**src/rtl/vga_overlay_sched_if.sv**
```systemverilog
// Pixel-path bundle for the overlay scheduler: timing-generator inputs,
// camera and sprite-ROM data, composed pixel out, configuration handshake
// and frame status. The slave modport is the scheduler side.
interface vga_overlay_sched_if #(
   parameter int ADDR_W = 12
);
   logic              data_en;
   logic [11:0]       x_pos;
   logic [11:0]       y_pos;
   logic [23:0]       cam_data;
   logic [23:0]       rom_q;
   logic              rom_en;
   logic [ADDR_W-1:0] rom_addr;
   logic [23:0]       pix_data;
   logic              pix_valid;
   logic              cfg_valid;
   logic              cfg_ready;
   logic [11:0]       cfg_x;
   logic [11:0]       cfg_y;
   logic              cfg_ovl_en;
   logic [15:0]       frame_cnt;
   logic              frame_tick;

   modport master (
      output data_en, x_pos, y_pos, cam_data, rom_q,
      output cfg_valid, cfg_x, cfg_y, cfg_ovl_en,
      input  rom_en, rom_addr, pix_data, pix_valid,
      input  cfg_ready, frame_cnt, frame_tick
   );

   modport slave (
      input  data_en, x_pos, y_pos, cam_data, rom_q,
      input  cfg_valid, cfg_x, cfg_y, cfg_ovl_en,
      output rom_en, rom_addr, pix_data, pix_valid,
      output cfg_ready, frame_cnt, frame_tick
   );
endinterface

```
**src/rtl/vga_overlay_sched.sv**
```systemverilog
// Per-pixel overlay scheduler: picks sprite ROM or camera for every pixel,
// drives the ROM read and emits the composed pixel three cycles after the
// timing generator's strobe. Overlay position/enable changes are staged in
// shadow registers and only take effect at end-of-frame.
// Optional build macro OVL_COLORKEY_EN: sprite pixels equal to COLOR_KEY
// become transparent (camera shows through).
//
// state     | meaning
// S_IDLE    | no staged config, cfg_ready=1
// S_PENDING | shadow holds an accepted config waiting for end-of-frame
module vga_overlay_sched #(
   parameter int H_DISP     = 1024,
   parameter int V_DISP     = 768,
   parameter int PIC_WIDTH  = 64,
   parameter int PIC_HEIGHT = 64,
   parameter int ADDR_W     = 12
`ifdef OVL_COLORKEY_EN
   ,
   parameter logic [23:0] COLOR_KEY = 24'hFF00FF
`endif
) (
   input  logic            clk_in,
   input  logic            rst_n,
   vga_overlay_sched_if.slave bus
);

   localparam int          LOG_W  = $clog2(PIC_WIDTH);
   localparam int          LOG_H  = $clog2(PIC_HEIGHT);
   localparam logic [11:0] X_MAX  = 12'(H_DISP - PIC_WIDTH);
   localparam logic [11:0] Y_MAX  = 12'(V_DISP - PIC_HEIGHT);
   localparam logic [11:0] X_LAST = 12'(H_DISP - 1);
   localparam logic [11:0] Y_LAST = 12'(V_DISP - 1);
   localparam logic [11:0] W_SPAN = 12'(PIC_WIDTH);
   localparam logic [11:0] H_SPAN = 12'(PIC_HEIGHT);

   typedef enum logic {S_IDLE, S_PENDING} state_t;

   state_t            r_state;
   state_t            w_state_nxt;
   logic              w_load;
   logic              w_apply;
   logic              w_cfg_ready;

   logic [11:0]       r_shd_x;
   logic [11:0]       r_shd_y;
   logic              r_shd_en;
   logic [11:0]       r_ovl_x;
   logic [11:0]       r_ovl_y;
   logic              r_ovl_en;

   logic [11:0]       w_clamp_x;
   logic [11:0]       w_clamp_y;
   logic [11:0]       w_dx;
   logic [11:0]       w_dy;
   logic              w_hit;
   logic              w_eof;
   logic [ADDR_W-1:0] w_addr;

   logic              r_rom_en;
   logic [ADDR_W-1:0] r_rom_addr;
   logic              r_valid_d1;
   logic              r_valid_d2;
   logic              r_hit_d2;
   logic [23:0]       w_pix;
   logic [23:0]       r_pix_data;
   logic              r_pix_valid;
   logic [15:0]       r_frame_cnt;
   logic              r_frame_tick;

   assign w_eof     = bus.data_en && (bus.x_pos == X_LAST) && (bus.y_pos == Y_LAST);
   assign w_clamp_x = (bus.cfg_x > X_MAX) ? X_MAX : bus.cfg_x;
   assign w_clamp_y = (bus.cfg_y > Y_MAX) ? Y_MAX : bus.cfg_y;

   // Offsets wrap when the pixel lies left/above the window; the >= terms
   // reject those cases before the span compare matters.
   assign w_dx   = bus.x_pos - r_ovl_x;
   assign w_dy   = bus.y_pos - r_ovl_y;
   assign w_hit  = bus.data_en && r_ovl_en &&
                   (bus.x_pos >= r_ovl_x) && (w_dx < W_SPAN) &&
                   (bus.y_pos >= r_ovl_y) && (w_dy < H_SPAN);
   assign w_addr = ADDR_W'({w_dy[LOG_H-1:0], w_dx[LOG_W-1:0]});

   // Config FSM state register
   always_ff @(posedge clk_in or negedge rst_n) begin
      if (!rst_n) r_state <= S_IDLE;
      else        r_state <= w_state_nxt;
   end

   // Config FSM next state, accept/apply strobes and ready
   always_comb begin
      w_state_nxt = r_state;
      w_load      = 1'b0;
      w_apply     = 1'b0;
      w_cfg_ready = 1'b0;
      case (r_state)
         S_IDLE: begin
            w_cfg_ready = 1'b1;
            if (bus.cfg_valid) begin
               w_load      = 1'b1;
               w_state_nxt = S_PENDING;
            end
         end
         S_PENDING: begin
            if (w_eof) begin
               w_apply     = 1'b1;
               w_state_nxt = S_IDLE;
            end
         end
         default: w_state_nxt = S_IDLE;
      endcase
   end

   // Shadow capture on accept, shadow-to-active copy at end-of-frame
   always_ff @(posedge clk_in or negedge rst_n) begin
      if (!rst_n) begin
         r_shd_x  <= 12'd0;
         r_shd_y  <= 12'd0;
         r_shd_en <= 1'b0;
         r_ovl_x  <= 12'd0;
         r_ovl_y  <= 12'd0;
         r_ovl_en <= 1'b0;
      end else begin
         if (w_load) begin
            r_shd_x  <= w_clamp_x;
            r_shd_y  <= w_clamp_y;
            r_shd_en <= bus.cfg_ovl_en;
         end
         if (w_apply) begin
            r_ovl_x  <= r_shd_x;
            r_ovl_y  <= r_shd_y;
            r_ovl_en <= r_shd_en;
         end
      end
   end

   // Pixel select at the output stage; hit implies valid
   always_comb begin
      w_pix = 24'h0;
      if (r_hit_d2)        w_pix = bus.rom_q;
      else if (r_valid_d2) w_pix = bus.cam_data;
`ifdef OVL_COLORKEY_EN
      if (r_hit_d2 && (bus.rom_q == COLOR_KEY)) w_pix = bus.cam_data;
`endif
   end

   // Free-running three-stage pixel pipeline and frame bookkeeping
   always_ff @(posedge clk_in or negedge rst_n) begin
      if (!rst_n) begin
         r_rom_en     <= 1'b0;
         r_rom_addr   <= '0;
         r_valid_d1   <= 1'b0;
         r_valid_d2   <= 1'b0;
         r_hit_d2     <= 1'b0;
         r_pix_data   <= 24'h0;
         r_pix_valid  <= 1'b0;
         r_frame_cnt  <= 16'd0;
         r_frame_tick <= 1'b0;
      end else begin
         r_rom_en    <= w_hit;
         if (w_hit) r_rom_addr <= w_addr;
         r_valid_d1  <= bus.data_en;
         r_valid_d2  <= r_valid_d1;
         r_hit_d2    <= r_rom_en;
         r_pix_data  <= w_pix;
         r_pix_valid <= r_valid_d2;
         r_frame_tick <= w_eof;
         if (w_eof) r_frame_cnt <= r_frame_cnt + 16'd1;
      end
   end

   assign bus.cfg_ready  = w_cfg_ready;
   assign bus.rom_en     = r_rom_en;
   assign bus.rom_addr   = r_rom_addr;
   assign bus.pix_data   = r_pix_data;
   assign bus.pix_valid  = r_pix_valid;
   assign bus.frame_cnt  = r_frame_cnt;
   assign bus.frame_tick = r_frame_tick;

endmodule

```
**src/flat_wrapper.sv**
```systemverilog
// flat-port wrapper written by rule: the top's interface ports become plain ports
module vga_overlay_sched_flat 
#(
   parameter int H_DISP     = 1024,
   parameter int V_DISP     = 768,
   parameter int PIC_WIDTH  = 64,
   parameter int PIC_HEIGHT = 64,
   parameter int ADDR_W     = 12

)
  (clk_in, rst_n, bus_data_en, bus_x_pos, bus_y_pos, bus_cam_data, bus_rom_q, bus_cfg_valid, bus_cfg_x, bus_cfg_y, bus_cfg_ovl_en, bus_rom_en, bus_rom_addr, bus_pix_data, bus_pix_valid, bus_cfg_ready, bus_frame_cnt, bus_frame_tick);
  vga_overlay_sched_if #(.ADDR_W(ADDR_W)) bus_i ();
  input  logic clk_in;
  input  logic rst_n;
  input wire logic [$bits(bus_i.data_en)-1:0] bus_data_en;
  input wire logic [$bits(bus_i.x_pos)-1:0] bus_x_pos;
  input wire logic [$bits(bus_i.y_pos)-1:0] bus_y_pos;
  input wire logic [$bits(bus_i.cam_data)-1:0] bus_cam_data;
  input wire logic [$bits(bus_i.rom_q)-1:0] bus_rom_q;
  input wire logic [$bits(bus_i.cfg_valid)-1:0] bus_cfg_valid;
  input wire logic [$bits(bus_i.cfg_x)-1:0] bus_cfg_x;
  input wire logic [$bits(bus_i.cfg_y)-1:0] bus_cfg_y;
  input wire logic [$bits(bus_i.cfg_ovl_en)-1:0] bus_cfg_ovl_en;
  output wire logic [$bits(bus_i.rom_en)-1:0] bus_rom_en;
  output wire logic [$bits(bus_i.rom_addr)-1:0] bus_rom_addr;
  output wire logic [$bits(bus_i.pix_data)-1:0] bus_pix_data;
  output wire logic [$bits(bus_i.pix_valid)-1:0] bus_pix_valid;
  output wire logic [$bits(bus_i.cfg_ready)-1:0] bus_cfg_ready;
  output wire logic [$bits(bus_i.frame_cnt)-1:0] bus_frame_cnt;
  output wire logic [$bits(bus_i.frame_tick)-1:0] bus_frame_tick;
  assign bus_i.data_en = bus_data_en;
  assign bus_i.x_pos = bus_x_pos;
  assign bus_i.y_pos = bus_y_pos;
  assign bus_i.cam_data = bus_cam_data;
  assign bus_i.rom_q = bus_rom_q;
  assign bus_i.cfg_valid = bus_cfg_valid;
  assign bus_i.cfg_x = bus_cfg_x;
  assign bus_i.cfg_y = bus_cfg_y;
  assign bus_i.cfg_ovl_en = bus_cfg_ovl_en;
  assign bus_rom_en = bus_i.rom_en;
  assign bus_rom_addr = bus_i.rom_addr;
  assign bus_pix_data = bus_i.pix_data;
  assign bus_pix_valid = bus_i.pix_valid;
  assign bus_cfg_ready = bus_i.cfg_ready;
  assign bus_frame_cnt = bus_i.frame_cnt;
  assign bus_frame_tick = bus_i.frame_tick;
  vga_overlay_sched #(.H_DISP(H_DISP), .V_DISP(V_DISP), .PIC_WIDTH(PIC_WIDTH), .PIC_HEIGHT(PIC_HEIGHT), .ADDR_W(ADDR_W)) u_core (.clk_in(clk_in), .rst_n(rst_n), .bus(bus_i));
endmodule
```
**config.mk**
```make
export PLATFORM = sky130hd
export DESIGN_NAME = vga_overlay_sched_flat
export DESIGN_NICKNAME = d
export VERILOG_FILES = /design/src/rtl/vga_overlay_sched_if.sv /design/src/rtl/vga_overlay_sched.sv /design/src/flat_wrapper.sv
export SDC_FILE = /design/constraint.sdc
export NUM_CORES = 1
export LEC_CHECK = 0
export BUFFER_PORTS_ARGS = -buffer_cell sky130_fd_sc_hd__buf_2
export CORE_ASPECT_RATIO = 1.4
export CORE_MARGIN = 8
export CORE_UTILIZATION = 40
export CTS_CLUSTER_SIZE = 30
export DETAILED_ROUTE_END_ITERATION = 16
export GPL_TIMING_DRIVEN = 0
export PLACE_DENSITY = 0.68
export SYNTH_ARGS = -nofsm -noshare
export SYNTH_HDL_FRONTEND = slang
export SYNTH_SLANG_ARGS = --single-unit
```
**constraint.sdc**
```tcl
create_clock -name clk_in -period 2.9 [get_ports clk_in]
set_input_delay 0.29 -clock clk_in [delete_from_list [all_inputs] [get_ports clk_in]]
set_output_delay 0.29 -clock clk_in [all_outputs]
set_load 0.01 [all_outputs]
```
== Word level (Yosys, flattened, before mapping) ==
Cells that the tools add are included.
Widths: inputs -> output; s select.
Word-level totals
  flip-flop bits (word level): 109
  latch bits: 0
  RAM bits: 0
  ROM bits: 0
  output and inout bits: 56
  word-level logic and storage cells: 46
  memories: 0
Cells by class
  $add $sub $neg: 3
  multiply operators: 0
  div/mod/pow operators: 0
  magnitude comparators: 6
  equal/unequal tests: 2
  shifts and indexed selects: 0
  mux-type cells: 11
  bitwise gates (word level): 1
  reduce and logical (&&, ||, !) cells: 7
Operator list (count)
  $mux 24: 2
  $eq 12x10->1 const B: 2
  $ge 12x12->1: 2
  $gt 12x10->1 const B: 2
  $lt 12x7->1 const B: 2
  $mux 12: 2
  $sub 12x12->12: 2
  $add 16x1->16 const B: 1
  $logic_and 1x1->1: 7
  $mux 1: 6
  $pmux 1 s2: 1
  $not 1->1: 1

== Logic depth before layout (Yosys ltp) ==
Gate-level depths: netlist of run 1.
  depth after elaboration: 5
  depth in mapped cells: 12
  gate-level depth less buffers: 11

== Worst setup path before layout of run 1 ==
No wires, ideal clock.
  path type: input-to-reg
  from: input port bus_x_pos[0]
  to: register u_core.r_rom_addr[10], in the netlist u_core.bus.rom_addr[10]
  library setup time: 0.125 ns
  arrival: 2.806 ns
  required time: 2.775 ns
  setup slack: -0.031 ns
  cell stages on the path: 12
  path buffers: 1
  cell sequence: inv_1 ha_1 inv_1 fa_1 a211oi_2 o211ai_1 o21ai_0 mux2i_1 or3b_2 nor4b_4 buf_6 mux2_2
On the way
  longest elaborated chain between the ends: 5
RTL lines
  from (decl): RTL line flat_wrapper.sv:16  | input wire logic [$bits(bus_i.x_pos)-1:0] bus_x_pos;
  $sub 12x12->12 / $ge 12x12->1 (equally long branches): RTL line vga_overlay_sched.sv:76, vga_overlay_sched.sv:79
  $lt 12x7->1 / $logic_and 1x1->1 (equally long branches): RTL line vga_overlay_sched.sv:79, vga_overlay_sched.sv:78
  $logic_and 1x1->1 (*) (2 in series): RTL line vga_overlay_sched.sv:79  | (bus.x_pos >= r_ovl_x) && (w_dx < W_SPAN) &&
  $logic_and 1x1->1 (*): RTL line vga_overlay_sched.sv:80  | (bus.y_pos >= r_ovl_y) && (w_dy < H_SPAN);
  to (signal assigned): RTL line vga_overlay_sched.sv:160  | if (w_hit) r_rom_addr <= w_addr;
  to (decl): RTL line vga_overlay_sched.sv:60  | logic [ADDR_W-1:0] r_rom_addr;
Mark *: on every way between the ends. The rest lies on a longest branch, timed or not.
A chain may end at the register's enable or synchronous reset.

== Worst setup path in the final report of run 1 ==
  from: register u_core.r_ovl_x[0]
  to: register u_core.r_rom_addr[10], in the netlist u_core.bus.rom_addr[10]
On the way
  longest elaborated chain between the ends: 5
RTL lines
  from (decl): RTL line vga_overlay_sched.sv:47  | logic [11:0] r_ovl_x;
  from (signal assigned): RTL line vga_overlay_sched.sv:129  | r_ovl_x <= r_shd_x;
  $sub 12x12->12 / $ge 12x12->1 (equally long branches): RTL line vga_overlay_sched.sv:76, vga_overlay_sched.sv:79
  $lt 12x7->1 / $logic_and 1x1->1 (equally long branches): RTL line vga_overlay_sched.sv:79, vga_overlay_sched.sv:78
  $logic_and 1x1->1 (*) (2 in series): RTL line vga_overlay_sched.sv:79
  $logic_and 1x1->1 (*): RTL line vga_overlay_sched.sv:80
Marked as above.

==> results of run 1 <==
## registers in the layout, summed over array words and instances, names as in the netlist, 12 cells and up
register	count
u_core.r_shd_y	12
u_core.bus.frame_cnt	16
u_core.bus.pix_data	24
u_core.bus.rom_addr	12
u_core.r_shd_x	12
u_core.r_ovl_x	12
u_core.r_ovl_y	12
## area by class of cell
class	instances	area, sq um	share of cell area (%)
antenna	1	2.50	0.0359
buffer	12	53.8	0.772
clock buffer	12	256	3.68
clock inverter	3	68.8	0.988
inverter	39	146	2.10
multi-input combinational	311	2590	37.2
sequential	109	2730	39.2
tap	182	228	3.27
timing repair buffer	166	890	12.8
## logic make-up (layout without fill, tap and decap cells)
family          Yosys count  after routing  share of synthesized area (%)
other cells               0              1                              0
simple gates            119            119                           12.9
fa+ha+maj                27             27                           6.56
buf+inv                  51            232                           3.72
mux                      41             41                           8.47
xor+xnor                 26             26                           4.24
flops                   109            109                           50.7
compound gates           98             98                           13.4
## power by group through the flow
| stage | Combinational, mW | Sequential, mW | Clock (mW) |
|---|---|---|---|
| detailed placement | 0.341 | 1.60 | 0 |
| floorplan | 0.155 | 1.61 | 0 |
| global placement | 0.328 | 1.60 | 0 |
| CTS | 0.361 | 1.57 | 1.36 |
| finish | 0.362 | 1.57 | 1.31 |
| global route | 0.399 | 1.57 | 1.41 |
## layer usage
metal / GRT usage [%] / routed length [microns] / part of all wire [%] / up-vias
met1: 16.7 / 5310 / 37 / 2061
met4: 8.40 / 450 / 3.2 / 0
li1: - / - / - / 2068
met3: 3.35 / 827 / 5.8 / 22
met5: 0 / 0 / 0 / -
met2: 31.1 / 7610 / 54 / 124
## critical path: cells and delay by family, from the launching register on
kind                     cells  cell delay, ns
AND/OR/NAND/NOR              2            0.81
buffers and inverters        2            0.25
AO/OA/AOI/OAI                3            0.52
multiplexers                 2            0.41
flip-flops                   1            0.36
adder cells (fa/ha/maj)      2            0.52
## timing repair
item / 4_1_cts / 5_1_grt
gates cloned: 1 / 0
buffers inserted: 6 / 2
pin swaps: 9 / 8
resized for setup: 35 / 4
endpoints found under the setup margin: 12 / 12
## cells in the final DEF, fill, tap and decap left out, types with 5 or more instances in the layout
cell / n
a21o_1: 6
a21oi_1: 17
a22o_1: 35
buf_2: 156
buf_4: 7
clkbuf_1: 9
clkbuf_16: 9
dfrtp_1: 109
ha_1: 21
inv_1: 38
mux2_2: 27
mux2_4: 9
nand2_1: 22
nand3_1: 11
nand4_1: 13
nor2_1: 26
nor2b_1: 7
nor3_1: 5
o21ai_0: 10
xnor2_1: 13
xor2_1: 13
## worst paths after layout
| check | from | to | slack [ns] | cells past startpoint |
|---|---|---|---|---|
| max | u_core.r_ovl_x[0] | u_core.bus.rom_addr[10] | -0.09 | 11 |
| min | rst_n | u_core.bus.pix_data[14] | -0.02 | 1 |
| max reg2reg | u_core.r_ovl_x[0] | u_core.bus.rom_addr[10] | -0.09 | 11 |
| min reg2reg | u_core.r_valid_d1 | u_core.r_valid_d2 | 0.35 | 0 |
| max in group asynchronous | rst_n | u_core.r_ovl_y[4] | 2.21 | 2 |
| min in group clk_in | bus_cfg_ovl_en | u_core.r_shd_en | 0.14 | 3 |
==> impl_metrics.tcl, run 1 <==
set metrics [dict create \
    status "finished, violations left" \
    violations "negative hold slack, negative setup slack" \
    utilization_pct 52.5 \
    antenna_found_initial 1 \
    synth_edf_count 0 \
    synthTopCellsByCount "dfrtp_1, inv_1, mux2_2" \
    yosysTopAreaCell "dfrtp_1" \
    clk_path_buf_depth 2 \
    cp_slowest_cell "or3b_4" \
    stdcell_count 835 \
    slowest_delay_ns 0.42 \
    async_reset_ff_share_pct 100 \
    synth_nets 599 \
    start_kind "flip-flop" \
    min_path_type "primary input to asynchronous set/reset pin" \
    vias 4275 \
    worstPathCellList "ha_2, inv_2, fa_2, a211oi_2, o211ai_1, o21ai_2, mux2i_2, or3b_4, nor4b_4, buf_6, mux2_4" \
    detailedPlace.worstSlack_ns -0.480 \
    die-height_microns 153 \
    p_comb_share_pct 11.2 \
    syn-cell-area_sq_mm 0.00538 \
    firstDrtPassIters 4 \
    hold_violations 12 \
    max_freq_mhz 335 \
    ys.warnings.count 0 \
    final.setup.tns_ns -0.683 \
    cts_buffers 9 \
    synth_most_common_cell "dfrtp_1" \
    final_nets 776 \
    setup_slack_ns -0.0854 \
    p_switching_mw 0.728 \
    fill_cells 1228 \
    critical_path_class "flip-flop to flip-flop" \
    fin_crit_sh_pct 103 \
    gp_congestion 0.944 \
    ys_types 60 \
    row_count 50 \
    grt-ovfl-total 0 \
    ys_seq_area_share_pct 50.7 \
    dieArea_sq_mm 0.0175 \
    die_x_microns 114 \
    clock_skew_ns 0.00783 \
    cp.required_ns 3.12 \
    numClockSinks 109 \
    drt-total-wl_microns 14200 \
    synth_seq_cells 109 \
    post-synth-top-area-fraction_pct 50.7 \
    netlist_instances 471 \
    switching_share_pct 22.4 \
    pin_count 157 \
    tightest_slew_ns 0.943 \
    internal_power_mw 2.52 \
    post-route-min-period_ns 2.99 \
    place_hpwl_microns 11400 \
    vias_per_cell 5.12 \
    seq_power_share_pct 48.3 \
    cts-root-buf "clkbuf_16" \
    grt_pass1_vias 4644 \
    drv_cap 0 \
    slew_headroom_pct 36.5 \
    area_growth_pct 29.6 \
    final_antenna_net_count 0 \
    syn_avg_cell_area_sq_um 11.4 \
    p_total_mw 3.25 \
    grt_pass1_wl_microns 23000 \
    core-area_sq_mm 0.0133 \
    synth_flop_cell "dfrtp_1" \
    gr-usage-all-layers_pct 16.6 \
    cp_max_fo 5 \
    grt_max_degree 56 \
    initial_core_util_pct 40.5 \
    setup_violations 11 \
    wl_per_cell_microns 17.0 \
    ir_drop_mv 0.245 \
    endpoint_kind "flip-flop" \
    clockPowerShare_pct 40.5 \
    insertion_delay_ns 0.34 \
    maxSlewViolCount 0 \
    hold_ws_ns -0.0192 \
    drc 0 \
    drt_iter0_drc 146 \
    p_leak_nw 3.51 \
    power_density_mw_per_mm2 466 \
    dpl_cell_area_sq_mm 0.00642 \
    layout-drive-gt1-share_pct 38.7 \
    port_buffers 156 \
    hold_buffers 0 \
    clk_pin_slew_worst_paths_ns 0.07 \
    placed_cells 810 \
    cts_tree "built" \
    rsz0062_at_grt "true" \
    synthTopCellsByArea "dfrtp_1, mux2_2, ha_1" \
    h-tree-depth 3 \
    final_area_sq_mm 0.00697 \
    critPathArrivalTime_ns 3.21 \
]
Note: power is estimated with default switching activity, not from simulation.
==> run 2: changes to the inputs <==
Settings changed: SKIP_CTS_REPAIR_TIMING from default to 1.
==> impl_metrics.tcl, run 2 (synthesis results as in run 1) <==
set metrics [dict create \
    layout-drive-gt1-share_pct 39.5 \
    final_area_sq_mm 0.00705 \
    layout_commonest_cell "buf_2" \
    antenna_found_initial 0 \
    largest_reg_flops 24 \
    drc 0 \
    grt_max_degree 56 \
    critPathArrivalTime_ns 3.17 \
    clock_skew_ns 0.00770 \
    firstDrtPassIters 4 \
    status "finished, violations left" \
    violations "negative hold slack, negative setup slack" \
    switching_share_pct 22.4 \
    endpoint_kind "flip-flop" \
    numClockSinks 109 \
    start_kind "flip-flop" \
    drt-total-wl_microns 14100 \
    internal_power_mw 2.53 \
    fill_cells 1214 \
    dpl_cell_area_sq_mm 0.00642 \
    grt_pass1_vias 4528 \
    vias_per_cell 5.11 \
    cts_buffers 9 \
    setup_violations 8 \
    tightest_slew_ns 0.935 \
    max_freq_mhz 339 \
    die_x_microns 114 \
    placed_cells 810 \
    clockPowerShare_pct 40.2 \
    initial_core_util_pct 40.5 \
    slew_headroom_pct 37.1 \
    min_path_type "primary input to asynchronous set/reset pin" \
    critical_path_class "flip-flop to flip-flop" \
    stdcell_count 835 \
    gr-usage-all-layers_pct 16.2 \
    post-route-min-period_ns 2.95 \
    grt_pass1_wl_microns 22500 \
    vias 4270 \
    pin_count 157 \
    clk_pin_slew_worst_paths_ns 0.07 \
    maxSlewViolCount 0 \
    h-tree-depth 3 \
    insertion_delay_ns 0.34 \
    hold_violations 12 \
    ff2ff_path_depth 11 \
    most-common-layout-cells "buf_2, dfrtp_1, inv_1" \
    cp.required_ns 3.12 \
    port_buffers 156 \
    clk_path_buf_depth 2 \
    place_hpwl_microns 11400 \
    final.setup.tns_ns -0.380 \
    die-height_microns 153 \
    gp_congestion 0.944 \
    p_total_mw 3.26 \
    ir_drop_mv 0.244 \
    area_growth_pct 31.2 \
    cts_tree "built" \
    hold_ws_ns -0.0198 \
    row_count 50 \
    cts-root-buf "clkbuf_16" \
    cp_max_fo 5 \
    p_leak_nw 3.53 \
    drt_iter0_drc 156 \
    fin_crit_sh_pct 102 \
    core-area_sq_mm 0.0133 \
    power_density_mw_per_mm2 462 \
    setup_slack_ns -0.0540 \
    n_antenna_cell 0 \
    final_nets 777 \
    grt-ovfl-total 0 \
    p_switching_mw 0.728 \
    wl_per_cell_microns 16.9 \
    p_comb_share_pct 11.6 \
    rsz0062_at_grt "true" \
    dieArea_sq_mm 0.0175 \
    seq_power_share_pct 48.2 \
    final_antenna_net_count 0 \
    drv_cap 0 \
]
[run 2: cell count changes in the layout (fill, tap and decap cells not counted), sizes merged]
cell	previous run	this run
diode	1	0
clkbuf	20	19
buf	170	172
[run 2: power by group through the flow]
stage          clock, mW  combinational [mW]  sequential (mW)
2_1_floorplan          0               0.155             1.61
3_3_place_gp           0               0.328             1.60
3_5_place_dp           0               0.341             1.60
4_1_cts             1.36               0.343             1.57
5_1_grt             1.40               0.416             1.57
6_report            1.31               0.377             1.57
[run 2: final cells by class]
cell class	instances	area, sq um	area share, %
Sequential cell	109	2730	38.7
Multi-Input combinational cell	311	2660	37.7
Timing Repair Buffer	168	905	12.8
Clock buffer	12	256	3.64
Tap cell	182	228	3.23
Inverter	39	146	2.08
Clock inverter	3	68.8	0.976
Buffer	11	60.1	0.852
[run 2: path summary, 6_finish.rpt]
path | from | to | slack (ns)
setup reg to reg | u_core.r_ovl_y[0] | u_core.bus.rom_addr[10] | -0.05
hold reg to reg | u_core.r_valid_d1 | u_core.r_valid_d2 | 0.35
setup / recovery | u_core.r_ovl_y[0] | u_core.bus.rom_addr[10] | -0.05
max in group asynchronous | rst_n | u_core.r_ovl_y[4] | 2.21
hold / removal | rst_n | u_core.bus.pix_data[14] | -0.02
min in group clk_in | bus_cfg_ovl_en | u_core.r_shd_en | 0.14
[run 2: worst max-delay path: stages, from the launching register on]
cell,delay (ns)
dfrtp_1,0.42
ha_4,0.18
fa_2,0.36
nand2b_4,0.16
a21oi_4,0.25
a2111oi_4,0.12
nor4_1,0.25
nand4_1,0.19
nor4b_4,0.28
buf_4,0.18
buf_8,0.13
mux2_4,0.29
[run 2: per-layer routing]
layer / GRT usage, % / wire [microns] / share of wire (%) / up-vias
li1: - / - / - / 2076
met1: 16.5 / 5260 / 37 / 2052
met2: 30.2 / 7570 / 54 / 118
met3: 3.35 / 853 / 6.0 / 24
met4: 7.96 / 459 / 3.2 / 0
met5: 0 / 0 / 0 / -
[run 2: metrics by stage]
stage,utilization [%],worst slack [ns]
floorplan,-,0.00957
global placement,48.2,-0.454
detailed placement,48.4,-0.480
CTS,50.8,-0.381
global route,53.2,-0.114
finish,53.2,-0.0540
==> run 3: changes to the inputs <==
Settings changed: CELL_PAD_IN_SITES_DETAIL_PLACEMENT from default to 0, CELL_PAD_IN_SITES_GLOBAL_PLACEMENT from default to 1, CORE_UTILIZATION 40 to 36, PLACE_DENSITY 0.68 to 0.78.
==> impl_metrics.tcl, run 3 (synthesis results as in run 1) <==
set metrics [dict create \
    layout_commonest_cell "buf_2" \
    p_comb_share_pct 12.0 \
    setup_slack_ns -0.0974 \
    post-route-min-period_ns 3.00 \
    grt_max_degree 60 \
    internal_power_mw 2.39 \
    ff2ff_path_depth 11 \
    seq_power_share_pct 50.1 \
    hold_ws_ns -0.0286 \
    drt_iter0_drc 148 \
    n_antenna_cell 0 \
    dieArea_sq_mm 0.0192 \
    hold_violations 17 \
    clk_path_buf_depth 2 \
    drt-total-wl_microns 14400 \
    r2r-end "u_core.bus.rom_addr[2]" \
    clockPowerShare_pct 37.9 \
    switching_share_pct 23.7 \
    vias_per_cell 4.98 \
    cts_buffers 9 \
    slew_headroom_pct 39.6 \
    clock_skew_ns 0.00902 \
    final_nets 779 \
    drc 0 \
    r2r_setup_slack_ns -0.1 \
    gr-usage-all-layers_pct 14.8 \
    row_count 53 \
    start_kind "flip-flop" \
    maxSlewViolCount 0 \
    numClockSinks 109 \
    min_path_type "primary input to asynchronous set/reset pin" \
    h-tree-depth 3 \
    grt_pass1_vias 4486 \
    die-height_microns 161 \
    insertion_delay_ns 0.34 \
    power_density_mw_per_mm2 446 \
    pin_count 157 \
    cts-root-buf "clkbuf_16" \
    antenna_found_initial 0 \
    max_freq_mhz 334 \
    die_x_microns 119 \
    cp_max_fo 5 \
    status "finished, violations left" \
    clk_pin_slew_worst_paths_ns 0.07 \
    cts_tree "built" \
    vias 4220 \
    endpoint_kind "flip-flop" \
    rsz0062_at_grt "true" \
    core-area_sq_mm 0.0148 \
    port_buffers 156 \
    place_hpwl_microns 11500 \
    grt_pass1_wl_microns 22900 \
    utilization_pct 47.5 \
    tightest_slew_ns 0.898 \
    wl_per_cell_microns 17.1 \
    layout-drive-gt1-share_pct 39.1 \
    fin_crit_sh_pct 103 \
    critical_path_class "flip-flop to flip-flop" \
    violations "negative hold slack, negative setup slack" \
    drv_cap 0 \
    firstDrtPassIters 4 \
    r2r-start "u_core.r_ovl_y[0]" \
    area_growth_pct 30.6 \
    p_leak_nw 3.51 \
    critPathArrivalTime_ns 3.22 \
    setup_violations 8 \
    largest_reg_flops 24 \
    cp.required_ns 3.12 \
    gp_congestion 0.848 \
    initial_core_util_pct 36.3 \
    ir_drop_mv 0.233 \
    most-common-layout-cells "buf_2, dfrtp_1, inv_1" \
    p_switching_mw 0.742 \
    grt-ovfl-total 0 \
    final_antenna_net_count 0 \
]
[run 3: worst max-delay path, stage by stage, from the launching register on]
cell	delay (ns)
dfrtp_1	0.39
ha_2	0.19
fa_2	0.39
nand2b_4	0.16
a21oi_4	0.22
a311oi_2	0.17
xor2_1	0.23
nand4_1	0.19
nor4b_4	0.33
buf_4	0.18
buf_8	0.13
mux2_4	0.30
[run 3: power by group through the flow]
| stage | Clock, mW | Combinational, mW | Sequential, mW |
|---|---|---|---|
| after detailed placement | 0 | 0.343 | 1.60 |
| after global placement | 0 | 0.333 | 1.60 |
| final | 1.19 | 0.376 | 1.57 |
| after CTS | 1.23 | 0.344 | 1.57 |
| after floorplan | 0 | 0.155 | 1.61 |
| after global routing | 1.28 | 0.417 | 1.57 |
[run 3: area by class of cell]
| cell class | instances | area [sq um] |
|---|---|---|
| timing repair buffer | 169 | 920 |
| fill | 1390 | 7770 |
| clock inverter | 4 | 50.0 |
| multi-input combinational | 311 | 2640 |
| tap | 192 | 240 |
| inverter | 39 | 146 |
| buffer | 12 | 60.1 |
| sequential | 109 | 2730 |
| clock buffer | 11 | 233 |
[run 3: how the worst max path moves through the flow]
stage	from	endpoint	cells after the start
2_1_floorplan	bus_x_pos[0]	u_core.bus.rom_addr[10]	12
3_3_place_gp	bus_x_pos[0]	u_core.bus.rom_addr[9]	13
3_5_place_dp	bus_x_pos[0]	u_core.bus.rom_addr[2]	13
4_1_cts	u_core.r_ovl_x[0]	u_core.bus.rom_addr[2]	11
5_1_grt	u_core.r_ovl_x[10]	u_core.bus.rom_addr[2]	12
6_report	u_core.r_ovl_y[0]	u_core.bus.rom_addr[2]	11
[run 3: stage by stage]
stage | worst slack, ns | power [mW] | std cells | instance area, sq um | TNS [ns]
after floorplan | 0.00957 | 1.76 | 471 | 5380 | 0
after global routing | -0.213 | 3.27 | 847 | 7020 | -1.93
after detailed placement | -0.489 | 1.94 | 820 | 6430 | -8.33
after global placement | -0.459 | 1.93 | 819 | 6400 | -8.40
final | -0.0974 | 3.13 | 847 | 7020 | -0.580
after CTS | -0.405 | 3.15 | 835 | 6710 | -3.81
[run 3: routing by layer]
| metal | global-route usage (%) | wire [microns] | vias to the layer above |
|---|---|---|---|
| met5 | 0 | 0 | - |
| met4 | 6.98 | 469 | 0 |
| met3 | 3.44 | 748 | 21 |
| met2 | 27.0 | 7560 | 132 |
| met1 | 15.5 | 5670 | 2013 |
| li1 | - | - | 2054 |
